### src/rtl/core_mem_arbiter.sv
// core_mem_arbiter: shares one single-port memory between the instruction-fetch
// port and the load/store data port, one transaction at a time.
// Data requests win arbitration unless fetch has been passed over STARVE_LIMIT
// times in a row. A response that never arrives is turned into an error.
module core_mem_arbiter #(
   parameter int ADDR_W       = 32,
   parameter int DATA_W       = 32,
   parameter int STARVE_LIMIT = 4,
   parameter int TIMEOUT      = 255
) (
   input  logic              clk_i,
   input  logic              reset_i,
   input  logic              if_req_i,
   input  logic [ADDR_W-1:0] if_addr_i,
   output logic              if_gnt_o,
   output logic              if_rvalid_o,
   output logic [DATA_W-1:0] if_rdata_o,
   output logic              if_err_o,
   input  logic              d_req_i,
   input  logic              d_we_i,
   input  logic [ADDR_W-1:0] d_addr_i,
   input  logic [DATA_W-1:0] d_wdata_i,
   input  logic [3:0]        d_be_i,
   output logic              d_gnt_o,
   output logic              d_rvalid_o,
   output logic [DATA_W-1:0] d_rdata_o,
   output logic              d_err_o,
   output logic              mem_req_o,
   output logic              mem_we_o,
   output logic [ADDR_W-1:0] mem_addr_o,
   output logic [DATA_W-1:0] mem_wdata_o,
   output logic [3:0]        mem_be_o,
   input  logic              mem_ready_i,
   input  logic              mem_rvalid_i,
   input  logic [DATA_W-1:0] mem_rdata_i,
   output logic              timeout_flag_o
);

   localparam int STREAK_W = (STARVE_LIMIT < 1) ? 1 : $clog2(STARVE_LIMIT + 1);
   localparam int TIMER_W  = (TIMEOUT < 2) ? 1 : $clog2(TIMEOUT + 1);

   typedef enum logic [1:0] {
      IDLE  = 2'd0,
      ISSUE = 2'd1,
      WAIT  = 2'd2
   } state_e;

   state_e              state_q, state_d;
   logic                ownerFetch_q;
   logic                ifPendAtArb_q;
   logic [STREAK_W-1:0] streak_q;
   logic [TIMER_W-1:0]  timer_q;
   logic                memReq_q, memWe_q;
   logic [ADDR_W-1:0]   memAddr_q;
   logic [DATA_W-1:0]   memWdata_q;
   logic [3:0]          memBe_q;
   logic                ifRvalid_q, dRvalid_q, ifErr_q, dErr_q, timeoutFlag_q;
   logic [DATA_W-1:0]   ifRdata_q, dRdata_q;
   logic                pickFetch;
   logic                timerExpired;

   assign pickFetch    = if_req_i && (!d_req_i || (streak_q == STREAK_W'(STARVE_LIMIT)));
   assign timerExpired = (timer_q == TIMER_W'(TIMEOUT - 1));

   // State register; a reset drops any transaction in flight.
   always_ff @(posedge clk_i or posedge reset_i) begin
      if (reset_i) state_q <= IDLE;
      else         state_q <= state_d;
   end

   // Next state: arbitrate, wait for the memory to accept, then wait for the reply or the timer.
   always_comb begin
      state_d = state_q;
      case (state_q)
         IDLE:    if (if_req_i || d_req_i) state_d = ISSUE;
         ISSUE:   if (mem_ready_i) state_d = WAIT;
         WAIT:    if (mem_rvalid_i || timerExpired) state_d = IDLE;
         default: state_d = IDLE;
      endcase
   end

   // Transaction datapath: latch the winner's payload, track the fetch-starvation streak,
   // run the response timer and capture the response for a one-cycle pulse afterwards.
   always_ff @(posedge clk_i or posedge reset_i) begin
      if (reset_i) begin
         ownerFetch_q  <= 1'b0;
         ifPendAtArb_q <= 1'b0;
         streak_q      <= '0;
         timer_q       <= '0;
         memReq_q      <= 1'b0;
         memWe_q       <= 1'b0;
         memAddr_q     <= '0;
         memWdata_q    <= '0;
         memBe_q       <= 4'h0;
         ifRvalid_q    <= 1'b0;
         dRvalid_q     <= 1'b0;
         ifErr_q       <= 1'b0;
         dErr_q        <= 1'b0;
         ifRdata_q     <= '0;
         dRdata_q      <= '0;
         timeoutFlag_q <= 1'b0;
      end else begin
         ifRvalid_q <= 1'b0;
         dRvalid_q  <= 1'b0;
         ifErr_q    <= 1'b0;
         dErr_q     <= 1'b0;
         ifRdata_q  <= '0;
         dRdata_q   <= '0;
         case (state_q)
            IDLE: begin
               if (if_req_i || d_req_i) begin
                  ownerFetch_q  <= pickFetch;
                  ifPendAtArb_q <= if_req_i;
                  memReq_q      <= 1'b1;
                  if (pickFetch) begin
                     memWe_q    <= 1'b0;
                     memAddr_q  <= if_addr_i;
                     memWdata_q <= '0;
                     memBe_q    <= 4'hF;
                  end else begin
                     memWe_q    <= d_we_i;
                     memAddr_q  <= d_addr_i;
                     memWdata_q <= d_wdata_i;
                     memBe_q    <= d_be_i;
                  end
               end
            end
            ISSUE: begin
               if (mem_ready_i) begin
                  memReq_q <= 1'b0;
                  timer_q  <= '0;
                  if (ownerFetch_q || !ifPendAtArb_q)
                     streak_q <= '0;
                  else if (streak_q != STREAK_W'(STARVE_LIMIT))
                     streak_q <= streak_q + STREAK_W'(1);
               end
            end
            WAIT: begin
               timer_q <= timer_q + TIMER_W'(1);
               if (mem_rvalid_i) begin
                  if (ownerFetch_q) begin
                     ifRvalid_q <= 1'b1;
                     ifRdata_q  <= mem_rdata_i;
                  end else begin
                     dRvalid_q <= 1'b1;
                     dRdata_q  <= memWe_q ? '0 : mem_rdata_i;
                  end
               end else if (timerExpired) begin
                  timeoutFlag_q <= 1'b1;
                  if (ownerFetch_q) begin
                     ifRvalid_q <= 1'b1;
                     ifErr_q    <= 1'b1;
                  end else begin
                     dRvalid_q <= 1'b1;
                     dErr_q    <= 1'b1;
                  end
               end
            end
            default: ;
         endcase
      end
   end

   // Outputs: grants are decoded from ISSUE and mem_ready, everything else comes from registers.
   always_comb begin
      if_gnt_o       = (state_q == ISSUE) && mem_ready_i && ownerFetch_q;
      d_gnt_o        = (state_q == ISSUE) && mem_ready_i && !ownerFetch_q;
      if_rvalid_o    = ifRvalid_q;
      if_rdata_o     = ifRdata_q;
      if_err_o       = ifErr_q;
      d_rvalid_o     = dRvalid_q;
      d_rdata_o      = dRdata_q;
      d_err_o        = dErr_q;
      mem_req_o      = memReq_q;
      mem_we_o       = memWe_q;
      mem_addr_o     = memAddr_q;
      mem_wdata_o    = memWdata_q;
      mem_be_o       = memBe_q;
      timeout_flag_o = timeoutFlag_q;
   end

endmodule

### config.mk
export PLATFORM = sky130hd
export DESIGN_NAME = core_mem_arbiter
export DESIGN_NICKNAME = d
export VERILOG_FILES = /design/src/rtl/core_mem_arbiter.sv
export SDC_FILE = /design/constraint.sdc
export NUM_CORES = 1
export LEC_CHECK = 0
export CAP_MARGIN = 20
export CORE_AREA = 2 2 108 110
export CTS_CLUSTER_SIZE = 25
export DETAILED_ROUTE_END_ITERATION = 8
export DIE_AREA = 0 0 110 112
export DONT_BUFFER_PORTS = 1
export GPL_ROUTABILITY_DRIVEN = 0
export PLACE_DENSITY = 0.83
export SETUP_SLACK_MARGIN = 0.5
export SKIP_CTS_REPAIR_TIMING = 1
export SYNTH_ARGS = -nofsm -noshare
export SYNTH_HDL_FRONTEND = slang
export SYNTH_SLANG_ARGS = --single-unit
### constraint.sdc
create_clock -name clk_i -period 6.5 [get_ports clk_i]
set_input_delay 1.3 -clock clk_i [delete_from_list [all_inputs] [get_ports clk_i]]
set_output_delay 1.3 -clock clk_i [all_outputs]
set_load 0.05 [all_outputs]
Word-level counts from Yosys, hierarchy flattened
Cells that the tools add are included.

operators by class
  add/sub/neg operators = 2
  equality and inequality tests = 8
  multiplexer cells = 34
  bitwise logic cells = 1
  reduce and logical (&&, ||, !) cells = 21

operators by type and width
  cell                                                                    number
  32-bit 2-to-1 mux                                                       9
  8-bit case mux with 2 select lines                                      1
  1-bit 2-to-1 mux                                                        15
  3-bit AND reduction                                                     4
  8-bit by 1-bit adder with 8-bit output (second input constant)          1
  8-bit equality test (second input constant)                             1
  8-bit 2-to-1 mux                                                        1
  2-bit 2-to-1 mux                                                        3
  3-bit 2-to-1 mux                                                        2
  2-bit != test (second input constant)                                   3
  2-bit case mux with 3 select lines                                      1
  2-bit nonzero test                                                      3
  1-bit logical AND                                                       4
  1-bit logical OR                                                        4
  4-bit 2-to-1 mux                                                        1
  2-bit AND reduction                                                     2
  3-bit by 1-bit adder with 3-bit output (second input constant)          1
  3-bit equality test (second input constant)                             1
  1-bit zero test                                                         3
  3-bit != test (second input constant)                                   1
  2-bit by 1-bit equality test with 1-bit output (second input constant)  1
  2-bit equality test (second input constant)                             1
  2-bit zero test                                                         1
  1-bit case mux with 2 select lines                                      1
  1-bit NOT                                                               1

word-level totals
  bits in registers = 154
  bits of input ports = 139
  output and inout bits = 141
  logic and storage cells = 83

Longest topological paths before layout
  depth in word-level cells = 4
  mapped depth = 8
  mapped depth without buffers = 5

Least setup slack after synthesis
OpenSTA, ideal clock, no wires.

  path kind = in2out
  from = input port mem_ready_i
  to = output port d_gnt_o
  arrival time = 2.148 ns
  required time = 5.200 ns
  slack = 3.052 ns
  cell stages on the path = 2
  path buffers = 0
  path through = nand3b_1 -> nor2_1

on the way
  longest elaborated chain between the ends = 2

ends and longest elaborated chain
  item                            RTL line  RTL
  start, declared                 33        input logic mem_ready_i,
  1-bit logical AND (2 in a row)  167       d_gnt_o = (state_q == ISSUE) && mem_ready_i && !ownerFetch_q;
  end, declared                   24        output logic d_gnt_o,

Every way passes these cells.

Worst setup path in the final report
  from = input port mem_ready_i
  to = output port if_gnt_o

on the way
  longest elaborated chain between the ends = 2

ends and longest elaborated chain
  item                            RTL line  RTL
  1-bit logical AND (2 in a row)  166       if_gnt_o = (state_q == ISSUE) && mem_ready_i && ownerFetch_q;
  end, declared                   15        output logic if_gnt_o,

Every way passes these cells.

==> impl_results.md <==
* Switch Pwr at between 0.0015 and 0.002 W
* Leak at between 3 and 4 nW
* H-tree depth at 4
* Hpwl dp at roughly 10000 um
* P per Cell Area at 572.9 mW/mm^2
* Warnings from Yosys at 0
* Vias at 4360
* Worst EP required at 5200 ps
* Clk_lat worst skew at 410 ps
* Clk sinks at 154
* WL final at 15740 um
* Residual DRC at 0
* Adder-cell area share of the yosys netlist at 0.7770%
* Drt pass-1 iters at 5
* Top fanout value on the critical path at 7
* Final worst slack at a little under 3000 ps
* Clk slew on worst S/H paths at roughly 60 ps
* CP Cell Sequence: nand3b_1, nor2_1
* Syn_nets at 696
* Logic pwr share at between 20 and 25%
* Synth Instances at 553
* Die W at between 100 and 150 um
* Cell at the root of the clock tree: clkbuf_16
* IO Count at 280
* CP Capture Type: output port
* Max Clk Rate at around 280 MHz
* Worst vdd ir at 0.0003241 V
* Post-synth EDFFs at 0
* Share of layout cells above drive strength 1 at between 10% and 20%
* Vias per inst at between 6 and 7
* Sw frac at between 40 and 50%
* Placed cell area at 0.006390 mm^2
* CTS tree: built
* Total GRT Usage at 25.43%
* Syn avg cell area at 11.65 um^2
* Fin Setup TNS at 0 ps
* Core area at roughly 0.011 mm^2
* Min Tclk post-route at about 3600 ps
* Post-synthesis mux area share at 0.1554%
* Antenna violations before repair at 0
* Clk pwr share at 24.8%
* Post-synthesis xor/xnor area fraction at 0.1360%
* Worst r2r path cells at 6
* Share of the synthesized area in the top cell type at 59.83%
* Synthesized area at 0.006441 mm^2
* Wire per inst at 22.94 um
* Final core utilization at 62.62%
* Relative slew slack at around 30%
* Int Power at 0.002056 W
* Compound-gate portion of the synthesized area at 13.91%
* Simple-gate share of the synthesized area at 18.36%
* WHS Path Cells at 1
* Crit start category: input pin
* Max Slew Vio Count at 0
* Initial Utilization at 57.64%
* Fin crit share at 55.20%
* DRT iter0 DRCs at 600
* Die H at approximately 110 um
* Final Instance Area at around 0.007 mm^2
* Worst Hold Class: flip-flop to flip-flop
* Worst Max-Slew Pin Slew at between 1000 and 1500 ps
* Cell taking the most area after synthesis: dfrtp_1
* Register area share after synthesis at roughly 60%
* First-pass GRT wire length at 23720 um
* # setup viols final at 0
* GRT overflow at 0
* Synthesized flop and latch total at 154
* Most used DFF post-synth: dfrtp_1
* Distinct cells, synth at around 40
* Run status: finished, final reports clean
* Fin. Hold Viols at 0
* Synth top area cells: dfrtp_1 (60%), and2_1 (6.4%), nand3_1 (5.4%), o221ai_2 (4.7%), o2bb2ai_1 (4.5%)
* Vias in the first global route at 4454
* IO Port Bufs at 0
* Largest net degree at the start of global routing at 106
* CP top delay family: simple AND/OR/NAND/NOR gates
* Cts bufs inserted at 17
* Area growth from synthesis to layout at 8.644%
* Slowest CP cell: nor2_1
* CP Class: input pin to output port
* Post-DRT Antenna Nets at 0
* Main combinational cell family by area after synthesis: simple AND/OR/NAND/NOR gates
* Cell row count at 39
* Dpl ws at 2920 ps
* Setup Skew at 7.817 ps
* Clk buf depth at 2
* Critical path buffers and inverters at 0
* Layout Nets at 673
* RSZ-0062 raised after global routing: false
* DIE AREA at 0.01232 mm^2
* Sequential Power Share at between 50% and 60%
* CP max stage delay at 760 ps
* Ant diodes at 0
* Max_cap viols at 0
* Critical Path Stages at 2
* Async SR Flop Fraction at 100.0%
* Filler cell count in the final layout at approximately 850
* Arrival time worst endpoint at 2290 ps
## metal layers
metal / vias up / GRT usage (%) / share of wire [%]
met1: 2173 / 29.06 / 36
met3: 24 / 11.94 / 12
met5: - / 0 / 0
li1: 1925 / - / -
met4: 0 / 10.63 / 2.2
met2: 238 / 40.74 / 50
## cell usage after synthesis, types with 5 or more instances
cell type	count
nand3_1	70
a21oi_1	18
o221ai_2	20
o21ai_0	8
o221ai_1	12
buf_2	13
buf_6	10
inv_1	41
clkbuf_1	21
dfrtp_1	154
o2bb2ai_1	33
nor2_1	5
and2_1	66
nand2_1	7
nand4_1	34
## cells by family (layout without fill, tap and decap cells)
logic type	count (synthesis)	count (layout)
DFF	154	154
AOI/OAI and AO/OA	100	100
buffers and inverters	90	80
and+or+nand+nor	203	203
adders and majority gates	4	4
xor gates and xnor gates	1	1
muxes	1	1
## registers in the layout (all words and copies together), names as in the netlist
register / cells
d_err_o: 1
if_err_o: 1
mem_be_o: 4
mem_we_o: 1
if_rvalid_o: 1
streak_q: 3
state_q: 2
mem_req_o: 1
if_rdata_o: 32
mem_addr_o: 32
timer_q: 8
mem_wdata_o: 32
ownerFetch_q: 1
d_rvalid_o: 1
d_rdata_o: 32
timeout_flag_o: 1
ifPendAtArb_q: 1
## power by group through the flow
stage	clock, W	combinational, W	sequential (W)
5_1_grt	0.00106	0.000905	0.00224
2_1_floorplan	0	0.000725	0.00214
3_3_place_gp	0	0.000752	0.00222
3_5_place_dp	0	0.000810	0.00223
6_report	0.000994	0.000805	0.00221
4_1_cts	0.00102	0.000810	0.00221
## path summary, 6_finish.rpt
check / to / startpoint / slack [ps]
worst max-delay path: if_gnt_o / mem_ready_i / 2910
worst min-delay path: timer_q[7] / timer_q[7] / 500
worst max register to register: mem_addr_o[2] / streak_q[0] / 4030
worst min register to register: timer_q[7] / timer_q[7] / 500
max in group asynchronous: d_rdata_o[14] / reset_i / 4310
min in group asynchronous: mem_wdata_o[1] / reset_i / 890
## through the flow
stage               total power (W)  hold slack (ps)  instances
floorplan                  0.002870            443.1        553
global placement           0.002973            462.4        653
detailed placement         0.003036            480.0        653
CTS                        0.004038            495.1        685
global route               0.004205            520.3        686
finish                     0.004009            496.5        686
## cell usage in the layout (no fill, tap or decap), types with 2 or more instances in the layout
cell / count
nor2_1: 5
inv_1: 40
dfrtp_1: 154
nand4_1: 34
nor3_1: 2
clkbuf_16: 17
buf_4: 6
o221ai_2: 20
a31oi_1: 2
nand2b_1: 3
and2_1: 65
nand3b_1: 2
inv_8: 6
nand3_1: 70
a22o_1: 2
o221ai_1: 12
inv_6: 7
nand2_1: 7
or3_1: 4
ha_1: 4
a21oi_1: 18
o2bb2ai_1: 33
o21ai_0: 8
## area by class of cell
type                       instances  area (um^2)  area share [%]
multi-input combinational        309         2153           30.77
timing repair buffer               7        56.30          0.8046
clock buffer                      17        425.4           6.079
sequential                       154         3854           55.07
tap                              143        178.9           2.557
inverter                          41        158.9           2.271
clock inverter                    15        171.4           2.449
No activity file was read; power rests on OpenSTA's default activity.
